<file path="config.mk">
export PLATFORM = sky130hd
export DESIGN_NAME = multicycle_controller
export DESIGN_NICKNAME = d
export VERILOG_FILES = /design/src/rtl/multicycle_controller.sv
export SDC_FILE = /design/constraint.sdc
export NUM_CORES = 1
export LEC_CHECK = 0
export CAP_MARGIN = 20
export CORE_MARGIN = 1.5
export CORE_UTILIZATION = 52
export CTS_CLUSTER_SIZE = 10
export DETAILED_ROUTE_END_ITERATION = 10
export GPL_ROUTABILITY_DRIVEN = 0
export PLACE_DENSITY = 0.84
export RECOVER_POWER = 25
export SLEW_MARGIN = 30
export SYNTH_ARGS = -nofsm -noshare
export SYNTH_HDL_FRONTEND = slang
export SYNTH_SLANG_ARGS = --single-unit
</file>
<file path="constraint.sdc">
create_clock -name clk -period 5.1 [get_ports clk]
set_input_delay 0.51 -clock clk [delete_from_list [all_inputs] [get_ports clk]]
set_output_delay 0.51 -clock clk [all_outputs]
set_load 0.02 [all_outputs]
</file>
<file path="src/rtl/multicycle_controller.sv">
// Multi-cycle accumulator-CPU controller: FETCH / EXEC / IMM / HALTED sequencing with a
// memory-ready handshake, conditional jumps, illegal-opcode trap and a retired-instruction counter.
module multicycle_controller #(
  parameter int unsigned ALU_SEL_W    = 4,
  parameter int unsigned WAIT_CYCLES  = 0,
  parameter int unsigned ILLEGAL_TRAP = 1,
  parameter int unsigned CNT_W        = 16
) (
  input  logic                 clk,
  input  logic                 CLB,
  input  logic [3:0]           op,
  input  logic                 z,
  input  logic                 c,
  input  logic                 mem_ready,
  output logic                 LoadIR,
  output logic                 IncPC,
  output logic                 SelPC,
  output logic                 LoadPC,
  output logic                 LoadReg,
  output logic                 LoadAcc,
  output logic [1:0]           SelACC,
  output logic [ALU_SEL_W-1:0] SelALU,
  output logic                 halted,
  output logic                 illegal,
  output logic [CNT_W-1:0]     instr_count
);

  localparam int unsigned WaitW = (WAIT_CYCLES > 0) ? $clog2(WAIT_CYCLES + 1) : 1;
  localparam logic [WaitW-1:0] WaitMax = WaitW'(WAIT_CYCLES);

  localparam logic [3:0] OpNop  = 4'b0000;
  localparam logic [3:0] OpAdd  = 4'b0001;
  localparam logic [3:0] OpSub  = 4'b0010;
  localparam logic [3:0] OpNor  = 4'b0011;
  localparam logic [3:0] OpMovr = 4'b0100;
  localparam logic [3:0] OpMova = 4'b0101;
  localparam logic [3:0] OpJzrs = 4'b0110;
  localparam logic [3:0] OpJzim = 4'b0111;
  localparam logic [3:0] OpJcrs = 4'b1000;
  localparam logic [3:0] OpIll0 = 4'b1001;
  localparam logic [3:0] OpJcim = 4'b1010;
  localparam logic [3:0] OpShl  = 4'b1011;
  localparam logic [3:0] OpShr  = 4'b1100;
  localparam logic [3:0] OpLdim = 4'b1101;
  localparam logic [3:0] OpIll1 = 4'b1110;
  localparam logic [3:0] OpHalt = 4'b1111;

  typedef enum logic [1:0] {StFetch, StExec, StImm, StHalted} state_e;

  state_e           state_q, state_d;
  logic [WaitW-1:0] wait_q, wait_d;
  logic             taken_q, taken_d;
  logic [CNT_W-1:0] cnt_q;
  logic             accept;
  logic             retire;
  logic [3:0]       alu_sel;

  // The wait counter saturates at WaitMax, so equality is the ">=" test.
  assign accept      = mem_ready && (wait_q == WaitMax);
  assign SelALU      = ALU_SEL_W'(alu_sel);
  assign instr_count = CLB ? '0 : cnt_q;

  always_comb begin
    LoadIR  = 1'b0;
    IncPC   = 1'b0;
    SelPC   = 1'b0;
    LoadPC  = 1'b0;
    LoadReg = 1'b0;
    LoadAcc = 1'b0;
    SelACC  = 2'b00;
    alu_sel = 4'b0000;
    halted  = 1'b0;
    illegal = 1'b0;
    retire  = 1'b0;
    state_d = state_q;
    taken_d = taken_q;

    unique case (state_q)
      StFetch: begin
        if (accept) begin
          LoadIR  = 1'b1;
          IncPC   = 1'b1;
          state_d = StExec;
        end
      end
      StExec: begin
        state_d = StFetch;
        retire  = 1'b1;
        case (op)
          OpAdd:  begin LoadAcc = 1'b1; SelACC = 2'b10; alu_sel = 4'b1000; end
          OpSub:  begin LoadAcc = 1'b1; SelACC = 2'b10; alu_sel = 4'b1100; end
          OpNor:  begin LoadAcc = 1'b1; SelACC = 2'b10; alu_sel = 4'b0100; end
          OpShl:  begin LoadAcc = 1'b1; SelACC = 2'b10; alu_sel = 4'b0001; end
          OpShr:  begin LoadAcc = 1'b1; SelACC = 2'b10; alu_sel = 4'b0011; end
          OpMovr: LoadReg = 1'b1;
          OpMova: begin LoadAcc = 1'b1; SelACC = 2'b01; end
          OpJzrs: LoadPC = z;
          OpJcrs: LoadPC = c;
          OpJzim: begin taken_d = z;    state_d = StImm; retire = 1'b0; end
          OpJcim: begin taken_d = c;    state_d = StImm; retire = 1'b0; end
          OpLdim: begin taken_d = 1'b0; state_d = StImm; retire = 1'b0; end
          OpHalt: begin state_d = StHalted; retire = 1'b0; end
          OpIll0, OpIll1: begin
            illegal = 1'b1;
            if (ILLEGAL_TRAP != 0) begin
              state_d = StHalted;
              retire  = 1'b0;
            end
          end
          default: ;
        endcase
      end
      StImm: begin
        if (accept) begin
          state_d = StFetch;
          retire  = 1'b1;
          if (op == OpLdim) begin
            LoadAcc = 1'b1;
            alu_sel = 4'b0010;
            IncPC   = 1'b1;
          end else if (taken_q) begin
            LoadPC = 1'b1;
            SelPC  = 1'b1;
          end else begin
            IncPC = 1'b1;  // skip the immediate word
          end
        end
      end
      StHalted: halted = 1'b1;
      default: ;
    endcase

    if (CLB) begin
      LoadIR  = 1'b0;
      IncPC   = 1'b0;
      SelPC   = 1'b0;
      LoadPC  = 1'b0;
      LoadReg = 1'b0;
      LoadAcc = 1'b0;
      SelACC  = 2'b00;
      alu_sel = 4'b0000;
      halted  = 1'b0;
      illegal = 1'b0;
    end
  end

  always_comb begin
    if (state_d != state_q) begin
      wait_d = '0;
    end else if (wait_q != WaitMax) begin
      wait_d = wait_q + 1'b1;
    end else begin
      wait_d = wait_q;
    end
  end

  always_ff @(posedge clk) begin
    if (CLB) begin
      state_q <= StFetch;
      wait_q  <= '0;
      taken_q <= 1'b0;
      cnt_q   <= '0;
    end else begin
      state_q <= state_d;
      wait_q  <= wait_d;
      taken_q <= taken_d;
      if (retire && (cnt_q != {CNT_W{1'b1}})) begin
        cnt_q <= cnt_q + 1'b1;
      end
    end
  end

endmodule

</file>
# == Yosys cells after proc, flatten, opt, wreduce, memory -nomap -nowiden ==
# Cells that the tools add are included.
# totals
output_inout_bits,30
word_cells,84
regBits,20
# op_classes
eq_ne,20
muxes,45
n_reduce_logical,12
bitwise_logic,1
add_sub_neg,2
# ops
cell,count
equality test 4 bit (second input constant),8
2-to-1 mux 1 bit,26
one-hot mux 4 bit (5 select lines),1
adder 16 x 1 -> 16 bit (second input constant),1
equality test 4 x 3 -> 1 bit (second input constant),4
2-to-1 mux 16 bit,1
!= test 16 bit (second input constant),1
2-to-1 mux 2 bit,6
OR reduction 6 bit,2
one-hot mux 1 bit (2 select lines),5
OR reduction 3 bit,3
equality test 4 x 2 -> 1 bit (second input constant),2
one-hot mux 2 bit (2 select lines),2
one-hot mux 4 bit (2 select lines),1
one-hot mux 2 bit (3 select lines),1
OR reduction 5 bit,1
equality test 2 bit (second input constant),2
equality test 4 x 1 -> 1 bit (second input constant),1
2-to-1 mux 4 bit,1
one-hot mux 1 bit (3 select lines),1
nonzero test 3 bit,1
equality test 2 x 1 -> 1 bit (second input constant),1
logical AND 1 bit,2
zero test 2 bit,1
other kinds (5),5

# == Logic depth before layout (Yosys ltp) ==
# logic_depth
ltp_word,6
mapped_depth,7

# == Worst setup path after synthesis ==
# Ideal clock, no wire load.
# synth_path
path_type,input port to output port
start,input port op[2]
end,output port illegal
slack_ns,2.895
path_buffers,1
t_arrival_ns,1.695
path_stages,4
path_cell_list,clkbuf_1 -> or3b_1 -> o21a_1 -> nor3b_1
# synth_via
elab_chain_len,5
word_cells_on_any_way,6
classes_between,2 x eq/ne; 3 x mux; 1 x reduce/logical
# synth_lines
element,line,rtl
"start, declared",11,"input logic [3:0] op,"
equality test 4 bit,89,case (op)
OR reduction 2 bit (*),89,
2-to-1 mux 1 bit (*),89,
2-to-1 mux 1 bit (*),78,unique case (state_q)
2-to-1 mux 1 bit (*),133,if (CLB) begin
"end, declared",24,"output logic illegal,"
# Mark *: on every way between the ends. The rest lies on a longest branch, timed or not.

# == Worst setup path after layout ==
# layout_path
start,input port op[0]
end,output port illegal
# The elaborated chain is that of the path after synthesis.

==> reports/results.txt <==
Cell Rows - 19
Post-synthesis cell type count - 45
I/O pins - 39
PostCTS Resize Cnt - 0
Setup TNS - 0 ns
F_max - 303 MHz
RSZ-0062 raised after global routing - no
Vias in the first global route - 1,344
Inserted Clock Buffers - 3
Mean area per synthesized cell - 7.64 µm²
Cell-internal power - 226 µW
Cell count after synthesis - 206
Routing usage on met1 - 27.6%
Status - finished with violations
Sequential area share after synthesis - 25.4%
Net Sw Frac - 27.3%
TritonCTS clock tree - built
Worst min path class - reg -> reg
Period utilization - 64.8%
DRC Markers - 1
ANT cells - 0
Met3 GRT Util - 4.24%
Combinational fraction of design power - 18.6%
Crit-path max FO - 17
Tmin final - 3.31 ns
Failing checks - DRC
Synth Flop Type - dfxtp_1
CTS clk-pin slew, worst paths - 0.11 ns
GR Layer Usage met2 - 37.5%
Setup Viol. Count Final - 0
CP max stage cell - dlygate4sd3_1
Worst Setup Path Type - in -> out
Post-CTS setup buffers - 0
Leak Pwr - 0.000725 µW
# hold bufs at CTS - 0
Clock root cell - clkbuf_4
Max-slew violations - 0
1st-iter DRT viols - 58
GRT Util Overall - 21.7%
HPWL Detailed - 2520 µm
Share of layout cells above drive strength 1 - 8.09%
Multi-input logic area - 1080 µm²
Post-DRT Antenna Nets - 0
Fillers - 241
Fin. Hold Viols - 0
Die ar. - 3370 µm²
Hold_ws - 0.515 ns
Post-synth ARST share - 0%
Clock Latency Late Sink - 0.30 ns
Sequential Power Share - 51.6%
Largest net degree at the start of global routing - 39
Critical-path cell list - dlygate4sd3_1, or3b_1, o21a_1, nor3b_1, clkdlybuf4s50_1
CP endpoint kind - primary output
CTS H-tree lvls - 1
Syn_nets - 221
Crit start category - primary input
Design Power - 310 µW
Ys Warns - 0
Via count - 1,543
Arr. time, crit path - 2.80 ns
DIE WIDTH - 58.0 µm
Flop2flop setup slack - 3.03 ns
Routed len/inst - 13.1 µm
DR vias/cell - 5.80
Max_cap viols - 0
FF-to-FF path depth - 6
Worst path max stage delay - 0.94 ns
Initial Utilization - 56.1%
Clk pwr share - 29.8%
Sw Pwr - 84.8 µW
Slew HR - 57.6%
Post-synth EDFFs - 0
Reg area - 400 µm²
Mapped Area - 1570 µm²
First-pass GRT wire length - 5800 µm
Clk buf depth - 2
Initial antenna violation count - 0
GR peak layer - met2
Final Net Count - 251
Hold path depth - 2
Core ar. - 2810 µm²
Max IR drop VDD - 140 µV
Post-synthesis register bit count - 20
Critical Path RT - 4.59 ns
First drt pass iteration count - 7
Die height - 58.0 µm
Port bufs - 38
Power density over the cells - 158 nW/µm²
TritonCTS Sinks - 20
GR Overflow Total - 0
Skew final - 0.00379 ns
Detailed Route WL - 3490 µm
Actual slew at the worst max-slew pin - 0.634 ns
Area delta synth->final - 24.5%
[final timing paths]
| check | endpoint | startpoint |
|---|---|---|
| max | illegal | op[0] |
| min | taken_q$_SDFFE_PP0P_ | taken_q$_SDFFE_PP0P_ |
| max reg2reg | cnt_q[14]$_SDFFE_PP0P_ | flop |
| min reg2reg | taken_q$_SDFFE_PP0P_ | taken_q$_SDFFE_PP0P_ |
[cell families after synthesis]
group | count (synthesis) | share of synthesized area [%]
xor+xnor | 1 | 0.557
flops | 20 | 25.4
buf+inv | 18 | 5.64
mux | 11 | 7.79
other cells | 1 | 0.238
fa+ha+maj | 6 | 4.77
simple gates | 112 | 40.9
compound gates | 37 | 14.7
[per-layer routing]
metal / share of wire, % / vias up
met1: 46 / 701
met5: 0 / -
li1: - / 787
met4: 1.1 / 0
met3: 5.5 / 5
met2: 47 / 50
[power groups by stage]
stage	Sequential [µW]	Clock, µW	Combinational [µW]
after global routing	161	101	63.6
after detailed placement	164	0	57.8
after CTS	160	95.3	58.2
after floorplan	163	0	43.0
after global placement	164	0	56.8
final	160	92.5	57.7
[per-stage QoR]
| stage | cells | util (%) | area (µm²) | worst slack (ns) |
|---|---|---|---|---|
| after detailed placement | 262 | 68.7 | 1930 | 1.87 |
| after CTS | 266 | 70.0 | 1960 | 1.86 |
| after global routing | 266 | 69.8 | 1960 | 1.69 |
| after floorplan | 206 | - | 1570 | 2.90 |
| final | 266 | 69.8 | 1960 | 1.79 |
| after global placement | 262 | 68.7 | 1930 | 1.89 |
[final cells by class]
cell class | instances | share of cell area, %
well taps | 31 | 1.98
inverters | 4 | 0.766
repair buffers | 39 | 19.8
flip-flops and latches | 20 | 20.4
clock buffers | 4 | 1.85
multi-input cells | 168 | 55.2
[Yosys cell counts, types with 2 or more instances]
cell type	number	area share [%]
a211oi_1	4	1.9
a21o_1	2	0.95
a21oi_1	15	4.8
and2_1	4	1.6
and3_1	5	2.0
and4_1	3	1.7
buf_1	4	0.95
buf_2	2	0.64
buf_6	2	1.4
clkbuf_1	5	1.2
dfxtp_1	20	25
ha_1	6	4.8
inv_1	4	0.95
mux2_2	10	7.2
nand2_1	14	3.3
nand2b_1	5	2.0
nand3_1	8	2.5
nand4_1	8	3.2
nand4bb_1	2	1.4
nor2_1	22	5.2
nor2b_1	21	8.3
nor3_1	5	1.6
nor3b_1	2	0.95
nor4_1	2	0.79
o21a_1	2	0.95
o21ai_0	7	2.2
or3_1	4	1.6
[layout by cell type (no fill, tap or decap), drive strengths merged, types with 7 or more instances in the layout]
cell	instances
mux2	10
dfxtp	20
nand4	9
nand3	8
o21ai	7
nor2b	21
clkdlybuf4s50	36
a21oi	16
nor2	22
nand2	14
[sequential cells by signal, indices dropped and copies added, names as in the netlist, named ones only]
| name | cells |
|---|---|
| wait_q | 1 |
| taken_q | 1 |
| cnt_q | 16 |
[worst max-delay path, delay by kind of cell]
| kind | cells | cell delay, ns |
|---|---|---|
| AOI/OAI and AO/OA | 1 | 0.11 |
| buffers and inverters | 2 | 1.57 |
| and+or+nand+nor | 2 | 0.60 |
Power figures use the tool's default switching activity.
